--- config.mk ---
export PLATFORM = sky130hd
export DESIGN_NAME = regfile_write_arbiter_flat
export DESIGN_NICKNAME = d
export VERILOG_FILES = /design/src/rtl/regfile_pkg.sv /design/src/rtl/regfile_write_arbiter_if.sv /design/src/rtl/rf_clear_seq.sv /design/src/rtl/regfile_write_arbiter.sv /design/src/flat_wrapper.sv
export SDC_FILE = /design/constraint.sdc
export NUM_CORES = 1
export LEC_CHECK = 0
export CAP_MARGIN = 20
export CELL_PAD_IN_SITES_DETAIL_PLACEMENT = 0
export CELL_PAD_IN_SITES_GLOBAL_PLACEMENT = 1
export CORE_MARGIN = 2
export CORE_UTILIZATION = 33
export CTS_BUF_LIST = sky130_fd_sc_hd__clkbuf_2 sky130_fd_sc_hd__clkbuf_4 sky130_fd_sc_hd__clkbuf_8
export CTS_CLUSTER_DIAMETER = 50
export CTS_CLUSTER_SIZE = 8
export DETAILED_ROUTE_END_ITERATION = 6
export GPL_TIMING_DRIVEN = 0
export PLACE_DENSITY_LB_ADDON = 0.1
export SYNTH_ARGS = -nofsm -noshare
export SYNTH_HDL_FRONTEND = slang
export SYNTH_HIERARCHICAL = 1
export SYNTH_SLANG_ARGS = --single-unit
--- constraint.sdc ---
create_clock -name clk -period 3.6 [get_ports clk]
set_input_delay 0.54 -clock clk [delete_from_list [all_inputs] [get_ports clk]]
set_output_delay 0.54 -clock clk [all_outputs]
set_load 0.03 [all_outputs]
--- src/rtl/regfile_pkg.sv ---
// Shared widths, limits, state encoding and write payload for the register file write arbiter.
package regfile_pkg;

  localparam int unsigned DATA_W   = 32;
  localparam int unsigned ADDR_W   = 5;
  localparam int unsigned NREGS    = 32;
  localparam int unsigned MAX_WAIT = 8;
  localparam int unsigned WAIT_W   = $clog2(MAX_WAIT + 1);

  typedef enum logic {
    CLEAR = 1'b0,
    RUN   = 1'b1
  } state_t;

  typedef struct packed {
    logic [ADDR_W-1:0] rd;
    logic [DATA_W-1:0] pd;
  } wr_t;

endpackage

--- src/rtl/regfile_write_arbiter_if.sv ---
// Requester handshakes, clear request and register file write port of the write arbiter.
interface regfile_write_arbiter_if;
  import regfile_pkg::*;

  logic              p_valid;
  logic [ADDR_W-1:0] p_rd;
  logic [DATA_W-1:0] p_pd;
  logic              p_ready;
  logic              d_valid;
  logic [ADDR_W-1:0] d_rd;
  logic [DATA_W-1:0] d_pd;
  logic              d_ready;
  logic              clr_req;
  logic              busy;
  logic              en;
  logic [ADDR_W-1:0] rd;
  logic [DATA_W-1:0] pd;

  // Requesters and observers of the register file port
  modport master (
    output p_valid, p_rd, p_pd, d_valid, d_rd, d_pd, clr_req,
    input  p_ready, d_ready, busy, en, rd, pd
  );

  modport slave (
    input  p_valid, p_rd, p_pd, d_valid, d_rd, d_pd, clr_req,
    output p_ready, d_ready, busy, en, rd, pd
  );

endinterface

--- src/rtl/rf_clear_seq.sv ---
// Clear sequencer: walks the register index 1..NREGS-1 one step per cycle while stepping.
module rf_clear_seq
  import regfile_pkg::*;
(
  input  logic              clk,
  input  logic              rst,
  input  logic              start,
  input  logic              step,
  output logic [ADDR_W-1:0] idx,
  output logic              done_c
);

  localparam logic [ADDR_W-1:0] FIRST_IDX = ADDR_W'(1);
  localparam logic [ADDR_W-1:0] LAST_IDX  = ADDR_W'(NREGS - 1);

  // Final step of a pass; the arbiter leaves CLEAR on the same edge
  assign done_c = step && (idx == LAST_IDX);

  always_ff @(posedge clk or posedge rst) begin
    if (rst) begin
      idx <= FIRST_IDX;
    end else if (start || done_c) begin
      idx <= FIRST_IDX;
    end else if (step) begin
      idx <= idx + ADDR_W'(1);
    end
  end

endmodule

--- src/rtl/regfile_write_arbiter.sv ---
// Owns the register file write port: arbitrates pipeline (P) and debug (D) writers and
// runs the R1..R31 clear sequence, with a registered write port one cycle after accept.
module regfile_write_arbiter
  import regfile_pkg::*;
#(
  parameter bit CLEAR_ON_RESET = 1'b1
) (
  input  logic                    clk,
  input  logic                    rst,
  regfile_write_arbiter_if.slave  bus
);

  localparam state_t RESET_STATE = CLEAR_ON_RESET ? CLEAR : RUN;
  localparam logic [WAIT_W-1:0] WAIT_LIMIT = WAIT_W'(MAX_WAIT);

  state_t            state;
  logic [WAIT_W-1:0] wait_cnt;
  logic              en_q;
  logic [ADDR_W-1:0] rd_q;
  logic [DATA_W-1:0] pd_q;

  logic              open_c;
  logic              d_turn_c;
  logic              p_acc_c;
  logic              d_acc_c;
  logic              start_c;
  logic              step_c;
  logic              clr_done_c;
  logic [ADDR_W-1:0] clr_idx;
  wr_t               win_c;

  // Arbitration: P has priority until D has starved MAX_WAIT cycles
  assign open_c   = (state == RUN) && !bus.clr_req && !rst;
  assign d_turn_c = (wait_cnt == WAIT_LIMIT);

  assign bus.p_ready = open_c && !(d_turn_c && bus.d_valid);
  assign bus.d_ready = open_c && (d_turn_c || !bus.p_valid);

  assign p_acc_c = bus.p_valid && bus.p_ready;
  assign d_acc_c = bus.d_valid && bus.d_ready;

  assign start_c = (state == RUN) && bus.clr_req;
  assign step_c  = (state == CLEAR);

  always_comb begin
    win_c = '{rd: bus.d_rd, pd: bus.d_pd};
    if (p_acc_c) begin
      win_c = '{rd: bus.p_rd, pd: bus.p_pd};
    end
  end

  rf_clear_seq u_clear_seq (
    .clk    (clk),
    .rst    (rst),
    .start  (start_c),
    .step   (step_c),
    .idx    (clr_idx),
    .done_c (clr_done_c)
  );

  // State, starvation counter and the registered write port
  always_ff @(posedge clk or posedge rst) begin
    if (rst) begin
      state    <= RESET_STATE;
      wait_cnt <= '0;
      en_q     <= 1'b0;
      rd_q     <= '0;
      pd_q     <= '0;
    end else begin
      en_q <= 1'b0;

      if (bus.d_valid && !d_acc_c) begin
        wait_cnt <= d_turn_c ? wait_cnt : wait_cnt + WAIT_W'(1);
      end else begin
        wait_cnt <= '0;
      end

      case (state)
        CLEAR: begin
          en_q <= 1'b1;
          rd_q <= clr_idx;
          pd_q <= '0;
          if (clr_done_c) begin
            state <= RUN;
          end
        end
        RUN: begin
          if (bus.clr_req) begin
            state <= CLEAR;
          end else if (p_acc_c || d_acc_c) begin
            // R0 is hard-wired zero: the address/data still load, the strobe does not
            en_q <= (win_c.rd != '0);
            rd_q <= win_c.rd;
            pd_q <= win_c.pd;
          end
        end
        default: state <= RESET_STATE;
      endcase
    end
  end

  assign bus.busy = (state == CLEAR);
  assign bus.en   = en_q;
  assign bus.rd   = rd_q;
  assign bus.pd   = pd_q;

endmodule

--- src/flat_wrapper.sv ---
// flat-port wrapper written by rule: the top's interface ports become plain ports
module regfile_write_arbiter_flat import regfile_pkg::*;
#(
  parameter bit CLEAR_ON_RESET = 1'b1
)
  (clk, rst, bus_p_valid, bus_p_rd, bus_p_pd, bus_d_valid, bus_d_rd, bus_d_pd, bus_clr_req, bus_p_ready, bus_d_ready, bus_busy, bus_en, bus_rd, bus_pd);
  regfile_write_arbiter_if bus_i ();
  input  logic clk;
  input  logic rst;
  input wire logic [$bits(bus_i.p_valid)-1:0] bus_p_valid;
  input wire logic [$bits(bus_i.p_rd)-1:0] bus_p_rd;
  input wire logic [$bits(bus_i.p_pd)-1:0] bus_p_pd;
  input wire logic [$bits(bus_i.d_valid)-1:0] bus_d_valid;
  input wire logic [$bits(bus_i.d_rd)-1:0] bus_d_rd;
  input wire logic [$bits(bus_i.d_pd)-1:0] bus_d_pd;
  input wire logic [$bits(bus_i.clr_req)-1:0] bus_clr_req;
  output wire logic [$bits(bus_i.p_ready)-1:0] bus_p_ready;
  output wire logic [$bits(bus_i.d_ready)-1:0] bus_d_ready;
  output wire logic [$bits(bus_i.busy)-1:0] bus_busy;
  output wire logic [$bits(bus_i.en)-1:0] bus_en;
  output wire logic [$bits(bus_i.rd)-1:0] bus_rd;
  output wire logic [$bits(bus_i.pd)-1:0] bus_pd;
  assign bus_i.p_valid = bus_p_valid;
  assign bus_i.p_rd = bus_p_rd;
  assign bus_i.p_pd = bus_p_pd;
  assign bus_i.d_valid = bus_d_valid;
  assign bus_i.d_rd = bus_d_rd;
  assign bus_i.d_pd = bus_d_pd;
  assign bus_i.clr_req = bus_clr_req;
  assign bus_p_ready = bus_i.p_ready;
  assign bus_d_ready = bus_i.d_ready;
  assign bus_busy = bus_i.busy;
  assign bus_en = bus_i.en;
  assign bus_rd = bus_i.rd;
  assign bus_pd = bus_i.pd;
  regfile_write_arbiter #(.CLEAR_ON_RESET(CLEAR_ON_RESET)) u_core (.clk(clk), .rst(rst), .bus(bus_i));
endmodule
# Word level (Yosys, flattened, before mapping)
# Index checks and enable logic that the tools add are counted.
dict set report totals {
  ff_bits 48
}
dict set report op_classes {
  mux 17
  n_eq_ne 6
  reduce_logical 20
  n_bitwise 1
  addsub 2
}
# cell n
set op_table {}
lappend op_table {{two-way mux 32 bit} 2}
lappend op_table {{one-hot mux 32 bit (2 select lines)} 1}
lappend op_table {{two-way mux 37 bit} 1}
lappend op_table {{two-way mux 5 bit} 4}
lappend op_table {{logical AND 1 bit} 10}
lappend op_table {{one-hot mux 5 bit (2 select lines)} 1}
lappend op_table {{two-way mux 4 bit} 2}
lappend op_table {{!= test 2 bit (second input constant)} 4}
lappend op_table {{adder 5 x 1 -> 5 bit (second input constant)} 1}
lappend op_table {{equality test 5 bit (second input constant)} 1}
lappend op_table {{logical NOT 1 bit} 5}
lappend op_table {{nonzero test 5 bit} 1}
lappend op_table {{adder 4 x 1 -> 4 bit (second input constant)} 1}
lappend op_table {{equality test 4 bit (second input constant)} 1}
lappend op_table {{two-way mux 1 bit} 4}
lappend op_table {{one-hot mux 1 bit (2 select lines)} 2}
lappend op_table {{logical OR 1 bit} 3}
lappend op_table {{AND reduction 2 bit} 1}
lappend op_table {{NOT 1 bit} 1}

# Depth between registers and ports, before layout
dict set report logic_depth {
  depth_word 10
  ltp_mapped 8
  mapped_depth_nobuf 6
}

# Hierarchy
# The synthesis kept the hierarchy.
# mod instances area_per_inst_um2 seq_area_each_um2 cells_each
set by_module_without_submodules {}
lappend by_module_without_submodules {regfile_write_arbiter 1 2207.1 1076.0 211}
lappend by_module_without_submodules {rf_clear_seq 1 285.3 126.4 29}

# Worst setup path before layout
# No wires, ideal clock.
dict set report synth_timing {
  kind {input port to output port}
  startpoint {input port rst}
  endpoint {output port bus_p_ready}
  cell_stages 3
  t_required_ns 3.060
  setup_slack_ns 1.511
  t_arrival_ns 1.549
  path_cell_list {or3b_1 buf_6 a21oi_1}
}
dict set report synth_between {
  elab_chain_len 3
}
# item line_no
set synth_rtl {}
lappend synth_rtl {{start, declared} flat_wrapper.sv:9} ;# input logic rst;
lappend synth_rtl {{logical NOT 1 bit} regfile_write_arbiter.sv:33} ;# assign open_c = (state == RUN) && !bus.clr_req && !rst;
lappend synth_rtl {{logical AND 1 bit} regfile_write_arbiter.sv:33}
lappend synth_rtl {{logical AND 1 bit} regfile_write_arbiter.sv:36} ;# assign bus.p_ready = open_c && !(d_turn_c && bus.d_valid);
lappend synth_rtl {{end, declared} flat_wrapper.sv:17} ;# output wire logic [$bits(bus_i.p_ready)-1:0] bus_p_ready;
# Every way passes these cells.

# Worst setup path after layout
dict set report layout_timing {
  startpoint {input port rst}
  endpoint {output port bus_d_ready}
}
dict set report layout_between {
  elab_chain_len 3
}
# item line_no
set layout_rtl {}
lappend layout_rtl {{logical NOT 1 bit} regfile_write_arbiter.sv:33}
lappend layout_rtl {{logical AND 1 bit} regfile_write_arbiter.sv:33}
lappend layout_rtl {{logical AND 1 bit} regfile_write_arbiter.sv:37} ;# assign bus.d_ready = open_c && (d_turn_c || !bus.p_valid);
lappend layout_rtl {{end, declared} flat_wrapper.sv:18} ;# output wire logic [$bits(bus_i.d_ready)-1:0] bus_d_ready;
# Every way passes these cells.

==> flow_metrics.tcl <==
set metrics [dict create \
    grt_antenna_before_repair 0 \
    htree_levels 2 \
    drt-initial-drc-count 85 \
    mappedNetlistArea_um2 2490 \
    timing.final.crit_share_pct 84.8 \
    arrival_ns 2.51 \
    hold_viol 0 \
    core_area_um2 7290 \
    average_instance_area_after_synthesis_um2 10.4 \
    first_pass_iters 5 \
    worstMarginPinSlew_ns 0.764 \
    tritoncts_clock_tree "done" \
    gp_routability_congestion 0.820 \
    maximum_number_of_pins_on_one_net_before_global_route_repair 36 \
    grt_pass1_vias 2431 \
    clock_skew_ns 0.00808 \
    layout-drive-gt1-share_pct 7.38 \
    total_number_of_vias 2322 \
    chipWidth_um 90.9 \
    antenna_cells 0 \
    ys_warnings 6 \
    synth_top_cell_by_area "sky130_fd_sc_hd__dfrtp_1" \
    holdCritPathClass "flop to flop" \
    portBuffers 117 \
    layout_min_cycle_time_ns 3.05 \
    nNetsFinal 448 \
    clock_sink_count 48 \
    synth.net_count 323 \
    ioPinCount 120 \
    main_synth_ff_type "sky130_fd_sc_hd__dfrtp_1" \
    die_area_um2 8260 \
    final.setup.tns_ns 0 \
    wl_mm 7.00 \
    min_to "u_core/bus.rd[4]" \
    setup_viol_count_final 0 \
    cts-root-buf "sky130_fd_sc_hd__clkbuf_8" \
    crit-reg2reg-capture "u_core/bus.pd[20]" \
    gr-total-overflow 0 \
    postSynth.asyncResetShare_pct 100 \
    ant_nets 0 \
    r2r.worst_path.cells 8 \
    hold_start "u_core/bus.rd[4]" \
    synth-edff-count 0 \
    end_kind "primary output" \
    route.detailed.vias_per_inst 4.99 \
    crit_fanout 7 \
    ir_worst_vdd_v 0.000155 \
    start_util_pct 34.2 \
    cts_repair_resize_count 0 \
    synth_area_leaders "sky130_fd_sc_hd__dfrtp_1, sky130_fd_sc_hd__mux2i_1, sky130_fd_sc_hd__nand3_1" \
    syn-instance-count 240 \
    clockBufferDepth 2 \
    synth_top_area_share_pct 47.2 \
    drc_errors 0 \
    synth.lib_cells_used.distinct 46 \
    unrepaired_setup_endpoints_after_global_routing "no" \
    post-dp-hpwl_mm 5.29 \
    outcome "complete, no violations" \
    clock_latency_on_the_worst_skew_pair_ns 0.29 \
    die_h_um 90.9 \
    cap_violations 0 \
    areaGrowthSynthToFinish_pct 56.5 \
    synth_sequential_area_ratio_pct 48.2 \
    required_ns 3.06 \
    post_synthesis_sequential_element_count 48 \
    max_freq_mhz 328 \
    cts.reportedPaths.clkPinSlew_ns 0.09 \
    gr-usage-all-layers_pct 17.6 \
    criticalPathCategory "input port to primary output" \
    post_drt_wl_per_cell_um 15.1 \
    p_leak_nw 1.80 \
    reg2reg_slack_ns 1.61 \
    maxSlewViolCount 0 \
    r2r_start "u_core/wait_cnt[0]" \
    min_delay_path_depth 2 \
    cts-hold-fix-buffers 0 \
    grt_first_pass_wirelength_mm 11.8 \
    timing.max_slew.rel_slack_pct 48.8 \
    cts_setup_buffers 0 \
    total_power_mw 1.48 \
    critPathLaunchType "input port" \
    std_cell_rows 31 \
    cts_made_buffers 5 \
    total_power_per_unit_cell_area_nw_per_um2 379 \
]
## kinds of logic (layout without fill, tap and decap cells)
kind of cell,count (synthesis),after routing,share of synthesized area [%]
compound gates,56,56,14.3
xor+xnor,2,2,0.703
fa+ha+maj,4,4,2.01
buf+inv,25,151,5.37
flops,48,48,48.2
mux,33,33,13.3
simple gates,72,72,16.1
## cell usage after synthesis (2+ instances only)
library cell / count
sky130_fd_sc_hd__mux2i_1: 32
sky130_fd_sc_hd__o211ai_1: 2
sky130_fd_sc_hd__o21ai_1: 29
sky130_fd_sc_hd__nand2_1: 7
sky130_fd_sc_hd__inv_1: 6
sky130_fd_sc_hd__buf_6: 4
sky130_fd_sc_hd__a222oi_1: 4
sky130_fd_sc_hd__buf_4: 2
sky130_fd_sc_hd__a21oi_1: 7
sky130_fd_sc_hd__nor2_1: 6
sky130_fd_sc_hd__o21ai_0: 6
sky130_fd_sc_hd__nor4_1: 2
sky130_fd_sc_hd__nand4_1: 2
sky130_fd_sc_hd__nand3b_1: 3
sky130_fd_sc_hd__clkbuf_1: 9
sky130_fd_sc_hd__ha_1: 4
sky130_fd_sc_hd__buf_2: 2
sky130_fd_sc_hd__dfrtp_1: 47
sky130_fd_sc_hd__and2_1: 2
sky130_fd_sc_hd__nand3_1: 38
## routing by layer
metal  part of all wire [%]  vias up  GRT usage [%]
met5                      0        -              0
met4                    1.9        0           5.93
met3                    8.7       11           5.43
met2                     45      100           28.5
met1                     44     1088           22.5
li1                       -     1123              -
## sequential cells by signal (all words and copies together), names as in the netlist
register	count
u_core/wait_cnt	4
u_core/state	1
u_core/bus.rd	5
u_core/u_clear_seq/idx	5
u_core/bus.en	1
u_core/bus.pd	32
## cells in the final DEF, fill, tap and decap left out, types with 3 or more instances in the layout
| cell type | count |
|---|---|
| sky130_fd_sc_hd__clkdlybuf4s50_1 | 117 |
| sky130_fd_sc_hd__dfrtp_1 | 47 |
| sky130_fd_sc_hd__nand3_1 | 38 |
| sky130_fd_sc_hd__mux2i_1 | 32 |
| sky130_fd_sc_hd__o21ai_1 | 29 |
| sky130_fd_sc_hd__clkbuf_1 | 9 |
| sky130_fd_sc_hd__nand2_1 | 7 |
| sky130_fd_sc_hd__a21oi_1 | 7 |
| sky130_fd_sc_hd__clkbuf_8 | 6 |
| sky130_fd_sc_hd__nor2_1 | 6 |
| sky130_fd_sc_hd__o21ai_0 | 6 |
| sky130_fd_sc_hd__inv_1 | 5 |
| sky130_fd_sc_hd__buf_6 | 4 |
| sky130_fd_sc_hd__a222oi_1 | 4 |
| sky130_fd_sc_hd__ha_1 | 4 |
| sky130_fd_sc_hd__nand3b_1 | 3 |
## metrics by stage
step	setup slack [ns]	cells	util, %	area, µm²	hold WS, ns
CTS	0.544	465	53.5	3900	0.506
detailed placement	0.548	457	52.2	3810	0.486
global route	0.469	465	53.5	3900	0.548
floorplan	1.51	240	-	2490	0.318
finish	0.547	465	53.5	3900	0.498
global placement	0.567	456	51.9	3790	0.487
## power by group
group          internal, mW  leakage (nW)  switching (mW)  total [mW]
registers             0.612         0.643          0.0604       0.672
clock network         0.154        0.0510           0.182       0.336
logic                 0.246          1.11           0.225       0.472
total                  1.01          1.80           0.468        1.48
## layout make-up
cell class	instances	area, µm²
Sequential cell	48	1200
Multi-Input combinational cell	167	1160
Buffer	17	104
Tap cell	99	124
Fill cell	720	3390
Timing Repair Buffer	118	1190
Clock inverter	2	10.0
Inverter	8	30.0
Clock buffer	6	82.6
## how the worst max path moves through the flow
stage / startpoint / to / slack, ns / cells past startpoint
finish: rst / bus_d_ready / 0.55 / 5
global route: rst / bus_d_ready / 0.47 / 5
CTS: rst / bus_d_ready / 0.54 / 5
detailed placement: rst / bus_d_ready / 0.55 / 5
global placement: rst / bus_d_ready / 0.57 / 5
floorplan: rst / bus_p_ready / 1.51 / 3
## worst max-delay path: stages
cell	delay, ns
sky130_fd_sc_hd__clkdlybuf4s50_1	0.49
sky130_fd_sc_hd__or3b_1	0.41
sky130_fd_sc_hd__buf_6	0.15
sky130_fd_sc_hd__a21oi_4	0.21
sky130_fd_sc_hd__clkdlybuf4s50_1	0.71
(Power assumes the default switching activity.)
